<file path="src/rtl/simon_sound_if.sv">
// Colour-select / tone-output bundle between the Simon game FSM and the tone generator.
// The master drives the colour; the slave returns the square wave and the tone in Hz.
interface simon_sound_if;
    logic [3:0] led_color;
    logic       sound;
    logic [9:0] frequency;

    modport master (
        output led_color,
        input  sound,
        input  frequency
    );

    modport slave (
        input  led_color,
        output sound,
        output frequency
    );
endinterface

</file>
<file path="src/rtl/simon_sound.sv">
// Simon Says tone generator: a one-hot colour select picks a game tone, and the
// block drives a 50%-duty square wave plus the tone in Hz, both registered.
module simon_sound #(
    parameter int unsigned CLK_HZ   = 100_000_000,
    parameter int unsigned F_GREEN  = 415,
    parameter int unsigned F_RED    = 310,
    parameter int unsigned F_YELLOW = 252,
    parameter int unsigned F_BLUE   = 209
) (
    input  logic         clk_i,
    input  logic         rst_n_i,
    simon_sound_if.slave bus
);

    localparam int unsigned HP_GREEN  = CLK_HZ / (2 * F_GREEN);
    localparam int unsigned HP_RED    = CLK_HZ / (2 * F_RED);
    localparam int unsigned HP_YELLOW = CLK_HZ / (2 * F_YELLOW);
    localparam int unsigned HP_BLUE   = CLK_HZ / (2 * F_BLUE);

    localparam int unsigned HP_MAX_GR = (HP_GREEN > HP_RED) ? HP_GREEN : HP_RED;
    localparam int unsigned HP_MAX_YB = (HP_YELLOW > HP_BLUE) ? HP_YELLOW : HP_BLUE;
    localparam int unsigned HP_MAX    = (HP_MAX_GR > HP_MAX_YB) ? HP_MAX_GR : HP_MAX_YB;
    localparam int unsigned CNT_W     = $clog2(HP_MAX) + 1;

    // Tones must fit the 10-bit Hz output and give at least one cycle per half-period.
    if (F_GREEN == 0 || F_RED == 0 || F_YELLOW == 0 || F_BLUE == 0 ||
        F_GREEN >= 1024 || F_RED >= 1024 || F_YELLOW >= 1024 || F_BLUE >= 1024) begin : g_bad_tone
        $error("simon_sound: every tone must be in 1..1023 Hz");
    end
    if (HP_GREEN == 0 || HP_RED == 0 || HP_YELLOW == 0 || HP_BLUE == 0) begin : g_bad_clk
        $error("simon_sound: CLK_HZ too low for the highest tone");
    end

    typedef enum logic [2:0] {
        TONE_SILENT,
        TONE_GREEN,
        TONE_RED,
        TONE_YELLOW,
        TONE_BLUE
    } tone_e;

    function automatic tone_e decode_color(input logic [3:0] color);
        case (color)
            4'b0001: decode_color = TONE_GREEN;
            4'b0010: decode_color = TONE_RED;
            4'b0100: decode_color = TONE_YELLOW;
            4'b1000: decode_color = TONE_BLUE;
            default: decode_color = TONE_SILENT;
        endcase
    endfunction

    function automatic logic [9:0] tone_hz(input tone_e tone);
        case (tone)
            TONE_GREEN:  tone_hz = 10'(F_GREEN);
            TONE_RED:    tone_hz = 10'(F_RED);
            TONE_YELLOW: tone_hz = 10'(F_YELLOW);
            TONE_BLUE:   tone_hz = 10'(F_BLUE);
            default:     tone_hz = 10'd0;
        endcase
    endfunction

    // Terminal count of the half-period counter; unused while silent.
    function automatic logic [CNT_W-1:0] tone_last(input tone_e tone);
        case (tone)
            TONE_GREEN:  tone_last = CNT_W'(HP_GREEN - 1);
            TONE_RED:    tone_last = CNT_W'(HP_RED - 1);
            TONE_YELLOW: tone_last = CNT_W'(HP_YELLOW - 1);
            TONE_BLUE:   tone_last = CNT_W'(HP_BLUE - 1);
            default:     tone_last = '0;
        endcase
    endfunction

    tone_e            sel_q, sel_d;
    logic [9:0]       freq_q, freq_d;
    logic [CNT_W-1:0] cnt_q, cnt_d;
    logic             sound_q, sound_d;
    logic [CNT_W-1:0] last_cnt;

    always_ff @(posedge clk_i or negedge rst_n_i) begin
        if (!rst_n_i) begin
            sel_q   <= TONE_SILENT;
            freq_q  <= 10'd0;
            cnt_q   <= '0;
            sound_q <= 1'b0;
        end else begin
            sel_q   <= sel_d;
            freq_q  <= freq_d;
            cnt_q   <= cnt_d;
            sound_q <= sound_d;
        end
    end

    // A change of tone restarts the wave from the low phase on the same edge.
    always_comb begin
        sel_d    = decode_color(bus.led_color);
        freq_d   = tone_hz(sel_d);
        last_cnt = tone_last(sel_q);
        cnt_d    = cnt_q;
        sound_d  = sound_q;
        if (freq_d != freq_q) begin
            cnt_d   = '0;
            sound_d = 1'b0;
        end else if (freq_q == 10'd0) begin
            cnt_d   = '0;
            sound_d = 1'b0;
        end else if (cnt_q == last_cnt) begin
            cnt_d   = '0;
            sound_d = ~sound_q;
        end else begin
            cnt_d   = cnt_q + 1'b1;
        end
    end

    assign bus.sound     = sound_q;
    assign bus.frequency = freq_q;

endmodule

</file>
<file path="src/flat_wrapper.sv">
// flat-port wrapper written by rule: the top's interface ports become plain ports
module simon_sound_flat 
#(
    parameter int unsigned CLK_HZ   = 100_000_000,
    parameter int unsigned F_GREEN  = 415,
    parameter int unsigned F_RED    = 310,
    parameter int unsigned F_YELLOW = 252,
    parameter int unsigned F_BLUE   = 209
)
  (clk_i, rst_n_i, bus_led_color, bus_sound, bus_frequency);
  simon_sound_if bus_i ();
  input  logic clk_i;
  input  logic rst_n_i;
  input wire logic [$bits(bus_i.led_color)-1:0] bus_led_color;
  output wire logic [$bits(bus_i.sound)-1:0] bus_sound;
  output wire logic [$bits(bus_i.frequency)-1:0] bus_frequency;
  assign bus_i.led_color = bus_led_color;
  assign bus_sound = bus_i.sound;
  assign bus_frequency = bus_i.frequency;
  simon_sound #(.CLK_HZ(CLK_HZ), .F_GREEN(F_GREEN), .F_RED(F_RED), .F_YELLOW(F_YELLOW), .F_BLUE(F_BLUE)) u_core (.clk_i(clk_i), .rst_n_i(rst_n_i), .bus(bus_i));
endmodule
</file>
<file path="config.mk">
export PLATFORM = sky130hd
export DESIGN_NAME = simon_sound_flat
export DESIGN_NICKNAME = d
export VERILOG_FILES = /design/src/rtl/simon_sound_if.sv /design/src/rtl/simon_sound.sv /design/src/flat_wrapper.sv
export SDC_FILE = /design/constraint.sdc
export NUM_CORES = 1
export LEC_CHECK = 0
export BUFFER_PORTS_ARGS = -buffer_cell sky130_fd_sc_hd__buf_2
export CORE_MARGIN = 8
export CORE_UTILIZATION = 55
export CTS_BUF_LIST = sky130_fd_sc_hd__clkbuf_16
export DETAILED_ROUTE_END_ITERATION = 8
export PLACE_DENSITY = 0.77
export SYNTH_ARGS = -nofsm -noshare
export SYNTH_HDL_FRONTEND = slang
export SYNTH_SLANG_ARGS = --single-unit
</file>
<file path="constraint.sdc">
create_clock -name clk_i -period 3.05 [get_ports clk_i]
set_input_delay 0.1525 -clock clk_i [delete_from_list [all_inputs] [get_ports clk_i]]
set_output_delay 0.1525 -clock clk_i [all_outputs]
set_load 0.01 [all_outputs]
</file>
==> run summary <==
The master of the slowest instance on the critical path is sky130_fd_sc_hd__dfrtp_1. The startpoint type of the worst setup path is a flop. The run finished with clean final reports. The DRC violations left is 0. The die is 76.1 µm wide. The number of gates on the worst path with buffers counted is 6. The row count is 22. The final net count came out at 237. The fraction of registers with async set/reset is 100%. The root buffer cell is sky130_fd_sc_hd__clkbuf_16. The total power divided by cell area came out at 475 nW/µm². The global-route wire length before repair is 7510 µm. By area the synthesized netlist is led by sky130_fd_sc_hd__dfrtp_1 (39%), sky130_fd_sc_hd__xnor2_1 (7.9%), sky130_fd_sc_hd__nor3_1 (6.5%), sky130_fd_sc_hd__xor2_1 (4.0%), sky130_fd_sc_hd__o21ai_0 (3.3%).

The number of failing setup endpoints in the final timing report is 0. The TritonCTS sink count is 31. The path depth of the worst reg2reg path came out at 6.

Summed over all cells, the static leakage comes to 0.000886 µW. Compared with the post-synthesis result, the final layout area differs by 9.31%. The path type of the worst setup path is reg -> reg. The CTS clock-pin slew for the worst setup and hold paths came out at 50 ps. The highest ir drop seen on vdd came out at 0.000239 V.

The source of the critical timing path is u_core.sel_q[1]. The worst hold path belongs to the class in -> reg. The number of antenna diodes is 0.

After clock tree synthesis, the setup repair step added 0 buffers. Adding up every negative setup slack in the final design gives 0 ps. The worst setup slack for register-to-register paths is 730 ps. The sequential share of the synthesized area came out at 39.0%.

Synthesis inferred 31 register bits. The switching part of the total came out at 25.7%. In this design, the stage delay of the slowest critical-path cell is 540 ps. The number of buffers inserted by port buffering came out at 15. The layout has 311 filler cells. The post-synthesis cell area came out at 1990 µm². The total detailed-routing wirelength is 4250 µm. The net switching component of the power came out at 266 µW. The maximum clock rate came out at 431 MHz. The weighted congestion reported at the end of routability-driven placement is 0.839.

The portion of total power attributed to the clock network is 44.0%. TritonCTS built the clock tree. The final number of hold-violating endpoints is 0.

Summing all multi-input logic gate instances after layout gives 1090 µm². The count of cells in the finished layout, fillers not included, comes to 279. The critical path goes through xnor2_1 -> nor2_1 -> or3_1 -> a2111o_1 -> nor2_2 -> nor3_1. The H-tree depth reported by CTS is 2. The total overflow left after global routing is 0. Before antenna repair, the detailed router went through 4 iterations.

The clock passes through at most 2 buffers. Combinational cells account for 13.4% of the total power. The number of nets produced by synthesis came out at 232. The prevailing post-synth register cell is sky130_fd_sc_hd__dfrtp_1. Global routing used 15.5% of the available tracks. The kind of end point of the critical path is a flop. The count of distinct cell types in the synthesized netlist came out at 48. Including well taps, the total number of placed cells is 270. The number of buffers inserted for hold repair after clock tree synthesis came out at 1. Entering global routing, the biggest net connects 32 pins. Counting the buffers created by CTS gives 5. The worst setup skew after layout is 6.11 ps. The post-synthesis area per instance is 8.84 µm². The number of antenna violations at the first check in global routing came to 0. For this run, the number of Yosys warnings is 0. The data arrival at the endpoint of the critical path is 2440 ps. Setup repair after global routing left no endpoint under its margin. Subtracting the final worst setup slack from the clock period gives 2320 ps. The top cell type by area accounts for 39.0% of the synthesized area. The proportion of power drawn by flip-flops and latches is 42.6%. The worst hold path begins at bus_led_color[1]. The kind of cell with the highest combined delay along the critical path is simple AND/OR/NAND/NOR gates.

Detailed routing inserted a total of 1,647 vias. The largest area contributor in the netlist is sky130_fd_sc_hd__dfrtp_1. The number of flops mapped to enable cells by yosys is 0.

The number of gates resized after cts came out at 0. The critical path endpoint is u_core.cnt_q[16]. The fraction of layout cells with a size suffix above 1 is 10.8%.

The number of DRC markers after the initial detailed-route iteration is 124. In this run the count of I/O pins placed on the die edge is 17. The worst register-to-register path ends at u_core.cnt_q[16]. Data on the critical path is required at its endpoint by 3170 ps.

The floorplan step defined a core boundary enclosing 3580 µm². The final max-slew violation count is 0. The area used by sequential logic in the layout came out at 776 µm². The overall die area came out at 5800 µm². The number of max-cap violations is 0. Cell internal power was estimated by the tool at 768 µW.

The wire-length estimate of the detail-placed layout is 2900 µm. The insertion delay of the later-clocked pin in the worst-skew pair is 270 ps. The peak fanout along the critical path is 15. The number of global-route vias before repair is 1,551. The buffering stage count on the worst path with inverters included came out at 0. The starting density of the core came out at 55.6%. The launch point of the worst reg-to-reg path is u_core.sel_q[1].

The post-detailed-route wirelength per cell came out at 15.2 µm. The number of instances in the synthesized netlist came out at 225. The worst slew margin relative to its limit is 54.5%. The ratio of final minimum period to clock period came out at 76.0%.

The height of the chip came out at 76.1 µm. The transition time at the pin with the least slew margin is 683 ps. The number of nets with antenna violations after routing came out at 0.

The via-per-instance ratio came out at 5.90.
stage by stage:
step	total power (µW)	util, %	worst slack, ps	hold slack, ps	area, µm²
floorplan	552	-	1100	-143	1990
global placement	581	56.7	851	228	2030
detailed placement	583	56.7	795	238	2030
CTS	1040	60.8	763	266	2170
global route	1080	60.8	527	285	2170
finish	1030	60.8	732	265	2170
registers in the layout, indices dropped and copies added (netlist names):
signal / flops
u_core.cnt_q: 19
u_core.bus.frequency: 8
u_core.sel_q: 3
u_core.bus.sound: 1
per-layer routing:
metal  wire length (µm)  global-route usage (%)
met5                  0                       0
met2               1950                    22.9
met1               2010                    21.0
met3                233                    4.48
met4                 60                    5.19
worst register-to-register path, cell delays in order (launching register included):
cell and delay (ps):
sky130_fd_sc_hd__dfrtp_1 540, sky130_fd_sc_hd__xnor2_1 160, sky130_fd_sc_hd__nor2_1 70, sky130_fd_sc_hd__or3_1 310, sky130_fd_sc_hd__a2111o_1 450, sky130_fd_sc_hd__nor2_2 490, sky130_fd_sc_hd__nor3_1 150
cell type report:
type | instances | share of cell area [%]
clock buffers | 5 | 5.75
clock inverters | 3 | 0.518
inverters | 4 | 0.690
multi-input cells | 171 | 50.3
flip-flops and latches | 31 | 35.7
well taps | 48 | 2.76
repair buffers | 17 | 4.26
cell usage in the layout, fill, tap and decap left out, drive strengths merged, types with 3 or more instances in the layout:
cell	n
a31oi	5
nand4b	5
nand2	11
o21ai	13
nor2	17
clkbuf	5
dfrtp	31
or3	3
inv	5
a211oi	4
nor3	26
nor3b	6
buf	16
xor2	9
a21oi	3
nand4	3
nand3	5
xnor2	18
o22ai	3
nor2b	4
and3	6
nor4	4
Yosys cell counts (all sizes together), types with 2 or more instances:
library cell	n
o21ai	13
inv	4
buf	15
clkbuf	4
nor4b	2
nor2b	4
nand4	3
nand2	11
nand3	5
and3	6
nor3b	6
and4	2
nor4	4
o22ai	3
nand4b	5
xor2	9
nor2	17
nand2b	2
nor3	26
a31oi	5
xnor2	18
a21oi	3
nand3b	2
a211oi	4
dfrtp	31
or3	3
power by group through the flow:
stage | Sequential (µW) | Clock [µW] | Combinational (µW)
after global placement | 446 | 0 | 135
after CTS | 440 | 463 | 138
after global routing | 442 | 480 | 155
final | 440 | 455 | 138
after floorplan | 442 | 0 | 110
after detailed placement | 446 | 0 | 137
how the worst min path moves through the flow:
stage	end	slack, ps	cells past startpoint
after floorplan	u_core.bus.frequency[0]	-140	0
after global placement	u_core.sel_q[2]	230	1
after detailed placement	u_core.sel_q[1]	240	1
after CTS	u_core.bus.frequency[7]	270	2
after global routing	u_core.bus.frequency[7]	280	2
final	u_core.bus.frequency[7]	260	2
logic make-up (layout without fill, tap and decap cells):
family | Yosys count | count (layout) | share of synthesized area, %
compound gates | 40 | 40 | 13.3
xor+xnor | 27 | 27 | 11.9
fa+ha+maj | 1 | 1 | 0.629
buf+inv | 23 | 29 | 5.97
flops | 31 | 31 | 39.0
mux | 1 | 1 | 0.503
other cells | 1 | 1 | 0.188
simple gates | 101 | 101 | 28.5
Power figures use the tool's default switching activity.
